`config.mk`:
```
export PLATFORM = sky130hd
export DESIGN_NAME = fetch_sequencer_flat
export DESIGN_NICKNAME = d
export VERILOG_FILES = /design/src/rtl/rv_fetch_pkg.sv /design/src/rtl/fetch_sequencer_if.sv /design/src/rtl/fetch_sequencer.sv /design/src/flat_wrapper.sv
export SDC_FILE = /design/constraint.sdc
export NUM_CORES = 1
export LEC_CHECK = 0
export ABC_CLOCK_PERIOD_IN_PS = 3620
export CORE_ASPECT_RATIO = 1.25
export CORE_MARGIN = 2
export CORE_UTILIZATION = 51
export DETAILED_ROUTE_END_ITERATION = 8
export PLACE_DENSITY = 0.86
export SYNTH_ARGS = -nofsm -noshare
export SYNTH_HDL_FRONTEND = slang
export SYNTH_SLANG_ARGS = --single-unit
```
`constraint.sdc`:
```
create_clock -name clk -period 3.62 [get_ports clk]
set_input_delay 0.724 -clock clk [delete_from_list [all_inputs] [get_ports clk]]
set_output_delay 0.724 -clock clk [all_outputs]
set_load 0.1 [all_outputs]
```
`src/rtl/rv_fetch_pkg.sv`:
```
// ---------------------------------------------------------------------------
// rv_fetch_pkg
//  Shared types and constants for the RV32I fetch sequencer.
//  - fetch_state_t : BOOT / REQ / WAIT sequencer states
//  - INSTR_BYTES   : size of one instruction word, used as the PC stride
//  - DEFAULT_*     : default reset vector and NOP word (addi x0,x0,0)
//  - align_pc      : clears the byte-offset bits of an address
// ---------------------------------------------------------------------------
package rv_fetch_pkg;

    typedef enum logic [1:0] {
        BOOT = 2'd0,
        REQ  = 2'd1,
        WAIT = 2'd2
    } fetch_state_t;

    localparam int unsigned INSTR_BYTES          = 4;
    localparam logic [31:0] DEFAULT_NOP_INSTR    = 32'h0000_0013;
    localparam logic [31:0] DEFAULT_RESET_VECTOR = 32'h0000_0000;

    // Instructions are word aligned, so the low two address bits are forced to 0.
    function automatic logic [31:0] align_pc(input logic [31:0] addr);
        return addr & ~32'(INSTR_BYTES - 1);
    endfunction

endpackage

```
`src/rtl/fetch_sequencer_if.sv`:
```
// ---------------------------------------------------------------------------
// fetch_sequencer_if
//  Instruction-memory fetch bus: req/ready request handshake plus an rvalid
//  response strobe carrying the fetched word.
//  - req    : fetch request valid            (master -> slave)
//  - addr   : fetch address, word aligned    (master -> slave)
//  - ready  : memory accepts the request     (slave  -> master)
//  - rvalid : response word valid            (slave  -> master)
//  - rdata  : response word                  (slave  -> master)
//  The fetch sequencer is the master, the instruction memory is the slave.
// ---------------------------------------------------------------------------
interface fetch_sequencer_if;

    logic        req;
    logic [31:0] addr;
    logic        ready;
    logic        rvalid;
    logic [31:0] rdata;

    modport master (
        output req,
        output addr,
        input  ready,
        input  rvalid,
        input  rdata
    );

    modport slave (
        input  req,
        input  addr,
        output ready,
        output rvalid,
        output rdata
    );

endinterface

```
`src/rtl/fetch_sequencer.sv`:
```
// ---------------------------------------------------------------------------
// fetch_sequencer
//  Owns the architectural fetch PC for the RV32I core. Issues one imem request
//  at a time, presents the returned word and its PC to decode, holds it while
//  decode stalls, and follows execute-stage redirects. A response that belongs
//  to a fetch killed by a redirect is dropped when it finally arrives.
//
//  Ports
//   clk            in   1   clock, all state updates on posedge
//   rst            in   1   synchronous active-high reset
//   stall_i        in   1   decode cannot accept; hold the output word
//   redirect_i     in   1   taken branch/jump from execute
//   redirect_pc_i  in   32  redirect target, low two bits ignored
//   imem           master   fetch bus (req/addr/ready/rvalid/rdata)
//   instr_o        out  32  fetched instruction
//   instr_pc_o     out  32  PC of instr_o
//   instr_valid_o  out  1   instr_o / instr_pc_o valid
//   flush_o        out  1   pulse the cycle after a redirect is sampled
// ---------------------------------------------------------------------------
module fetch_sequencer
    import rv_fetch_pkg::*;
#(
    parameter logic [31:0] RESET_VECTOR = DEFAULT_RESET_VECTOR,
    parameter logic [31:0] NOP_INSTR    = DEFAULT_NOP_INSTR
) (
    input  logic               clk,
    input  logic               rst,
    input  logic               stall_i,
    input  logic               redirect_i,
    input  logic [31:0]        redirect_pc_i,
    fetch_sequencer_if.master  imem,
    output logic [31:0]        instr_o,
    output logic [31:0]        instr_pc_o,
    output logic               instr_valid_o,
    output logic               flush_o
);

    fetch_state_t state;
    fetch_state_t state_next;

    logic [31:0] pc;
    logic [31:0] pc_next;
    logic [31:0] inflight_pc;
    logic [31:0] inflight_pc_next;
    logic        drop;
    logic        drop_next;
    logic [31:0] instr_next;
    logic [31:0] instr_pc_next;
    logic        instr_valid_next;
    logic [31:0] redirect_target;
    logic        issue;

    assign redirect_target = align_pc(redirect_pc_i);

    // A request goes out only when the output register is empty or is being
    // consumed this cycle, so a returning word always has somewhere to land.
    assign issue     = (state == REQ) && !redirect_i && !(instr_valid_o && stall_i);
    assign imem.req  = issue;
    assign imem.addr = pc;

    // Register stage: every piece of sequencer state, with reset taking
    // priority over everything including a redirect in the same cycle.
    always_ff @(posedge clk) begin
        if (rst) begin
            state         <= BOOT;
            pc            <= align_pc(RESET_VECTOR);
            inflight_pc   <= align_pc(RESET_VECTOR);
            drop          <= 1'b0;
            instr_o       <= NOP_INSTR;
            instr_pc_o    <= align_pc(RESET_VECTOR);
            instr_valid_o <= 1'b0;
            flush_o       <= 1'b0;
        end else begin
            state         <= state_next;
            pc            <= pc_next;
            inflight_pc   <= inflight_pc_next;
            drop          <= drop_next;
            instr_o       <= instr_next;
            instr_pc_o    <= instr_pc_next;
            instr_valid_o <= instr_valid_next;
            flush_o       <= redirect_i;
        end
    end

    // Next-state logic. Everything holds by default; the output register
    // drains when decode takes the word, then the state-specific updates
    // apply, and finally a redirect invalidates whatever decode would see.
    always_comb begin
        state_next       = state;
        pc_next          = pc;
        inflight_pc_next = inflight_pc;
        drop_next        = drop;
        instr_next       = instr_o;
        instr_pc_next    = instr_pc_o;
        instr_valid_next = instr_valid_o;

        if (instr_valid_o && !stall_i) begin
            instr_valid_next = 1'b0;
        end

        unique case (state)
            BOOT: begin
                state_next = REQ;
                if (redirect_i) begin
                    pc_next = redirect_target;
                end
            end

            REQ: begin
                if (redirect_i) begin
                    pc_next = redirect_target;
                end else if (issue && imem.ready) begin
                    state_next       = WAIT;
                    inflight_pc_next = pc;
                end
            end

            WAIT: begin
                if (imem.rvalid) begin
                    state_next = REQ;
                    drop_next  = 1'b0;
                    if (drop || redirect_i) begin
                        if (redirect_i) begin
                            pc_next = redirect_target;
                        end
                    end else begin
                        instr_next       = imem.rdata;
                        instr_pc_next    = inflight_pc;
                        instr_valid_next = 1'b1;
                        pc_next          = inflight_pc + 32'(INSTR_BYTES);
                    end
                end else if (redirect_i) begin
                    // The outstanding response is now stale; remember to
                    // discard it, because the bus can only carry one.
                    pc_next   = redirect_target;
                    drop_next = 1'b1;
                end
            end

            default: begin
                state_next = BOOT;
            end
        endcase

        if (redirect_i) begin
            instr_valid_next = 1'b0;
        end
    end

endmodule
```
`src/flat_wrapper.sv`:
```
// flat-port wrapper written by rule: the top's interface ports become plain ports
module fetch_sequencer_flat import rv_fetch_pkg::*;
#(
    parameter logic [31:0] RESET_VECTOR = DEFAULT_RESET_VECTOR,
    parameter logic [31:0] NOP_INSTR    = DEFAULT_NOP_INSTR
)
  (clk, rst, stall_i, redirect_i, redirect_pc_i, instr_o, instr_pc_o, instr_valid_o, flush_o, imem_req, imem_addr, imem_ready, imem_rvalid, imem_rdata);
  fetch_sequencer_if imem_i ();
  input  logic clk;
  input  logic rst;
  input  logic stall_i;
  input  logic redirect_i;
  input  logic [31:0] redirect_pc_i;
  output logic [31:0] instr_o;
  output logic [31:0] instr_pc_o;
  output logic instr_valid_o;
  output logic flush_o;
  output wire logic [$bits(imem_i.req)-1:0] imem_req;
  output wire logic [$bits(imem_i.addr)-1:0] imem_addr;
  input wire logic [$bits(imem_i.ready)-1:0] imem_ready;
  input wire logic [$bits(imem_i.rvalid)-1:0] imem_rvalid;
  input wire logic [$bits(imem_i.rdata)-1:0] imem_rdata;
  assign imem_req = imem_i.req;
  assign imem_addr = imem_i.addr;
  assign imem_i.ready = imem_ready;
  assign imem_i.rvalid = imem_rvalid;
  assign imem_i.rdata = imem_rdata;
  fetch_sequencer #(.RESET_VECTOR(RESET_VECTOR), .NOP_INSTR(NOP_INSTR)) u_core (.clk(clk), .rst(rst), .stall_i(stall_i), .redirect_i(redirect_i), .redirect_pc_i(redirect_pc_i), .imem(imem_i), .instr_o(instr_o), .instr_pc_o(instr_pc_o), .instr_valid_o(instr_valid_o), .flush_o(flush_o));
endmodule
```
# After elaboration in Yosys (flattened, before gate mapping)
# Cells that the tools add are included.
dict set report word_totals {
  ff_bits 133
  wordCells 48
}
dict set report op_classes {
  n_addsub 1
  reduce_logical 18
  mux 14
  n_eq_ne 5
  bitwise_logic 2
}
# cell count
set op_table {}
lappend op_table {{$mux 32} 3}
lappend op_table {{$pmux 32 s2} 1}
lappend op_table {{$add 32x3->32 const B} 1}
lappend op_table {{$reduce_and 3->1} 3}
lappend op_table {{$mux 1} 6}
lappend op_table {{$mux 2} 3}
lappend op_table {{$ne 2x2->1 const B} 3}
lappend op_table {{$pmux 2 s3} 1}
lappend op_table {{$logic_and 1x1->1} 5}
lappend op_table {{$reduce_bool 2->1} 2}
lappend op_table {{$reduce_or 2->1} 2}
lappend op_table {{$logic_not 1->1} 3}
lappend op_table {{$eq 2x1->1 const B} 1}
lappend op_table {{$eq 2x2->1 const B} 1}
lappend op_table {{$logic_not 2->1} 1}
lappend op_table {{$not 1->1} 2}
lappend op_table {{$reduce_and 2->1} 1}
lappend op_table {{$logic_or 1x1->1} 1}

# Longest topological paths before layout
dict set report depth {
  ltp_word 7
  depth_mapped 8
}

# Least setup slack after synthesis
# OpenSTA, ideal clock, no wires.
dict set report synth_path {
  kind {reg-to-output}
  start {register u_core.instr_valid_o}
  end {output imem_req}
  path_slack_ns 1.206
  path_buffers 0
  path_stages_with_launch 3
  arrival_time_ns 1.690
  required_time_ns 2.896
  path_cell_list {dfxtp_1 -> nand2_1 -> and3_1}
}
dict set report synth_via {
  elab_chain_len 3
}
# item line_no
set synth_lines {}
lappend synth_lines {{start: declaration} fetch_sequencer.sv:34} ;# output logic instr_valid_o,
lappend synth_lines {{start signal: assignment} fetch_sequencer.sv:80} ;# instr_valid_o <= instr_valid_next;
lappend synth_lines {{$logic_and 1x1->1} fetch_sequencer.sv:57} ;# assign issue = (state == REQ) && !redirect_i && !(instr_valid_o && stall_i);
lappend synth_lines {{$logic_not 1->1} fetch_sequencer.sv:57}
lappend synth_lines {{$logic_and 1x1->1} fetch_sequencer.sv:57}
lappend synth_lines {{end: declaration} flat_wrapper.sv:18} ;# output wire logic [$bits(imem_i.req)-1:0] imem_req;
# Every way passes these cells.

# Final worst setup path
dict set report layout_path {
  start {input redirect_i}
  end {output imem_req}
}
dict set report layout_via {
  elab_chain_len 3
}
# item line_no
set layout_lines {}
lappend layout_lines {{start: declaration} flat_wrapper.sv:12} ;# input logic redirect_i;
lappend layout_lines {{$logic_not 1->1} fetch_sequencer.sv:57}
lappend layout_lines {{$logic_and 1x1->1 (2 in a row)} fetch_sequencer.sv:57}
# Every way passes these cells.

==> results.json <==
{
  "post_cts_buffers": 0,
  "rsz0062_at_grt": "no",
  "syn_to_final_growth_pct": 40.8,
  "final-setup-viol-count": 0,
  "synthCells": 707,
  "ys_types": 55,
  "path_cells": "clkdlybuf4s50_1 -> buf_4 -> nor2_1 -> and3_1 -> buf_12",
  "vias": 5896,
  "hp-class": "reg -> reg",
  "antenna_left": 0,
  "root_buffer": "clkbuf_16",
  "use_met2_pct": 47.6,
  "yosysSeqAreaShare_pct": 47.5,
  "fin_crit_sh_pct": 77.1,
  "tightestPinTransition_ns": 1.03,
  "grt_max_degree": 69,
  "cts_tree": "done",
  "drive_above_1_share_pct": 5.97,
  "crit_path_max_fanout": 22,
  "htree_num_levels": 4,
  "drcViolationCount": 0,
  "design_area_sq_um": 7880,
  "status": "complete, no violations",
  "avgViaCountPerCell": 5.98,
  "use_met1_pct": 32.8,
  "cpPeakStageDelay_ns": 0.53,
  "cts_resized": 0,
  "cts_buffer_depth": 2,
  "clk-insertion-delay-late_ns": 0.42,
  "power_w": 0.00367,
  "cp.arrival_ns": 2.07,
  "start_util_pct": 52.5,
  "synth_seq_cells": 133,
  "synth.area.top_cells": "dfxtp_1 48%, nand2_1 14%, a21oi_1 10%, clkbuf_1 3.2%, o221ai_1 2.7%",
  "ioPinCount": 169,
  "antenna_found_initial": 0,
  "p_sw_share_pct": 26.3,
  "seqPwrFrac_pct": 41.8,
  "num_rows": 42,
  "pwr-share-comb_pct": 12.6,
  "vdd_drop_max_uv": 339,
  "fmax_ghz": 0.358,
  "hold_viol": 0,
  "layout_setup_ws_ns": 0.828,
  "dp_hpwl_mm": 11.2,
  "p_leak_nw": 2.61,
  "path_class": "in -> out",
  "internal_power_w": 0.00271,
  "num_antenna_cells": 0,
  "synth_edf_count": 0,
  "syn_nets": 778,
  "routedWlPerCell_um": 17.4,
  "clkTransAtPathRegs_ns": 0.05,
  "ys_warn_count": 0,
  "core_sq_um": 10700,
  "track_usage_pct": 28.2,
  "grt_pass1_vias": 5490,
  "critical_path.slowest_cell": "clkdlybuf4s50_1",
  "final.setup.tns_ns": 0,
  "synth_top_cell_by_area": "dfxtp_1",
  "dr.pass1.iters": 6,
  "grt_use_met3_pct": 6.16,
  "grt-busiest-layer": "met2",
  "overflow": 0,
  "pre_cts_ws_ns": 0.839,
  "dieHeight_um": 121,
  "skew_ns": 0.00852,
  "finalWirelength_mm": 17.2,
  "avgSynthCellArea_sq_um": 7.92,
  "pwr-share-clk_pct": 45.6,
  "cp-end-kind": "output port",
  "timing.hold.ws_ns": 0.453,
  "p_switching_w": 0.000968,
  "die_area_sq_um": 11800,
  "relSlewSlack_pct": 31.1,
  "min_period_ns": 2.79,
  "start_kind": "primary input",
  "gp_congestion": 0.917,
  "synth-main-ff-cell": "dfxtp_1",
  "synth_top_area_share_pct": 47.5,
  "cts_hold_buf": 0,
  "crit_required_ns": 2.90,
  "dpl_cell_area_sq_um": 7310,
  "synth_area_sq_um": 5600,
  "cts.sinks": 133,
  "cap_violations": 0,
  "nNetsFinal": 913,
  "fp.dieW_um": 97.7,
  "drt_iter0_markers": 434,
  "async_flop_share_pct": 0,
  "p_per_area_nw_per_um2": 466,
  "cts_made_buffers": 17,
  "slew_viol_final": 0,
  "port-buffer-count": 166,
  "grt_first_pass_wirelength_mm": 26.9
}
-- stage by stage --
stage,util (%),std cells
after floorplan,-,707
after global placement,68.5,955
after detailed placement,68.5,955
after CTS,73.9,986
after global routing,73.9,986
final,73.9,986
-- critical path: cells and delay by family --
family	cells	cell delay, ns
buffers and inverters	3	1.00
AND/OR/NAND/NOR	2	0.34
-- synth_stat cells (3+ instances only) --
library cell and instances:
nand2_1 209, dfxtp_1 133, a21oi_1 113, clkbuf_1 47
nor3_1 19, o221ai_1 17, nand3_1 11, buf_2 10
inv_1 10, nand4_1 10, o21ai_0 10, xnor2_1 10
nor2_1 9, a22oi_1 8, nor4_1 8, a31oi_1 7
a211oi_1 6, o211ai_1 6, and4_1 4, mux2i_1 4
o311ai_0 4, or4_1 4, and3b_1 3, nand3b_1 3
o21a_1 3, o31ai_1 3, or2_2 3
-- cells in the final DEF (no fill, tap or decap), types with 11 or more instances in the layout --
master	count
nand2_1	208
clkdlybuf4s50_1	164
dfxtp_1	133
a21oi_1	113
nor3_1	18
o221ai_1	17
clkbuf_16	17
nand3_1	11
-- kinds of logic after synthesis --
group	share of synthesized area, %
mux	0.715
buf+inv	5.14
xor+xnor	1.56
fa+ha+maj	0.223
flops	47.5
compound gates	21.1
simple gates	23.7
-- power groups by stage --
stage / clock [W] / combinational [W] / sequential [W]
2_1_floorplan: 0 / 0.000115 / 0.00174
3_3_place_gp: 0 / 0.000450 / 0.00156
3_5_place_dp: 0 / 0.000456 / 0.00157
4_1_cts: 0.00168 / 0.000460 / 0.00153
5_1_grt: 0.00174 / 0.000480 / 0.00154
6_report: 0.00167 / 0.000462 / 0.00154
-- per-layer routing --
metal  routed length (um)  up-vias
li1                     -     2751
met1                 6590     2779
met2                 8580      295
met3                 1180       71
met4                  850        0
met5                    0        -
-- layout make-up --
| type | instances | area [sq um] |
|---|---|---|
| well taps | 132 | 165 |
| fillers | 770 | 2780 |
| multi-input cells | 503 | 2660 |
| flip-flops and latches | 133 | 2660 |
| clock buffers | 21 | 470 |
| inverters | 11 | 41.3 |
| clock inverters | 10 | 105 |
| repair buffers | 176 | 1780 |
-- state kept, by name (all words and copies together), names as in the netlist --
signal / count
u_core.state: 2
u_core.drop: 1
u_core.instr_o: 32
u_core.inflight_pc: 32
u_core.flush_o: 1
u_core.instr_valid_o: 1
u_core.imem.addr: 32
u_core.instr_pc_o: 32
-- final timing paths --
path / startpoint / to / slack (ns) / cells after the start
hold / removal: u_core.instr_pc_o[10] / u_core.instr_pc_o[10] / 0.45 / 2
hold reg to reg: u_core.instr_pc_o[10] / u_core.instr_pc_o[10] / 0.45 / 2
setup / recovery: redirect_i / imem_req / 0.83 / 5
setup reg to reg: u_core.inflight_pc[6] / u_core.imem.addr[31] / 1.19 / 4
Power figures use the tool's default switching activity.
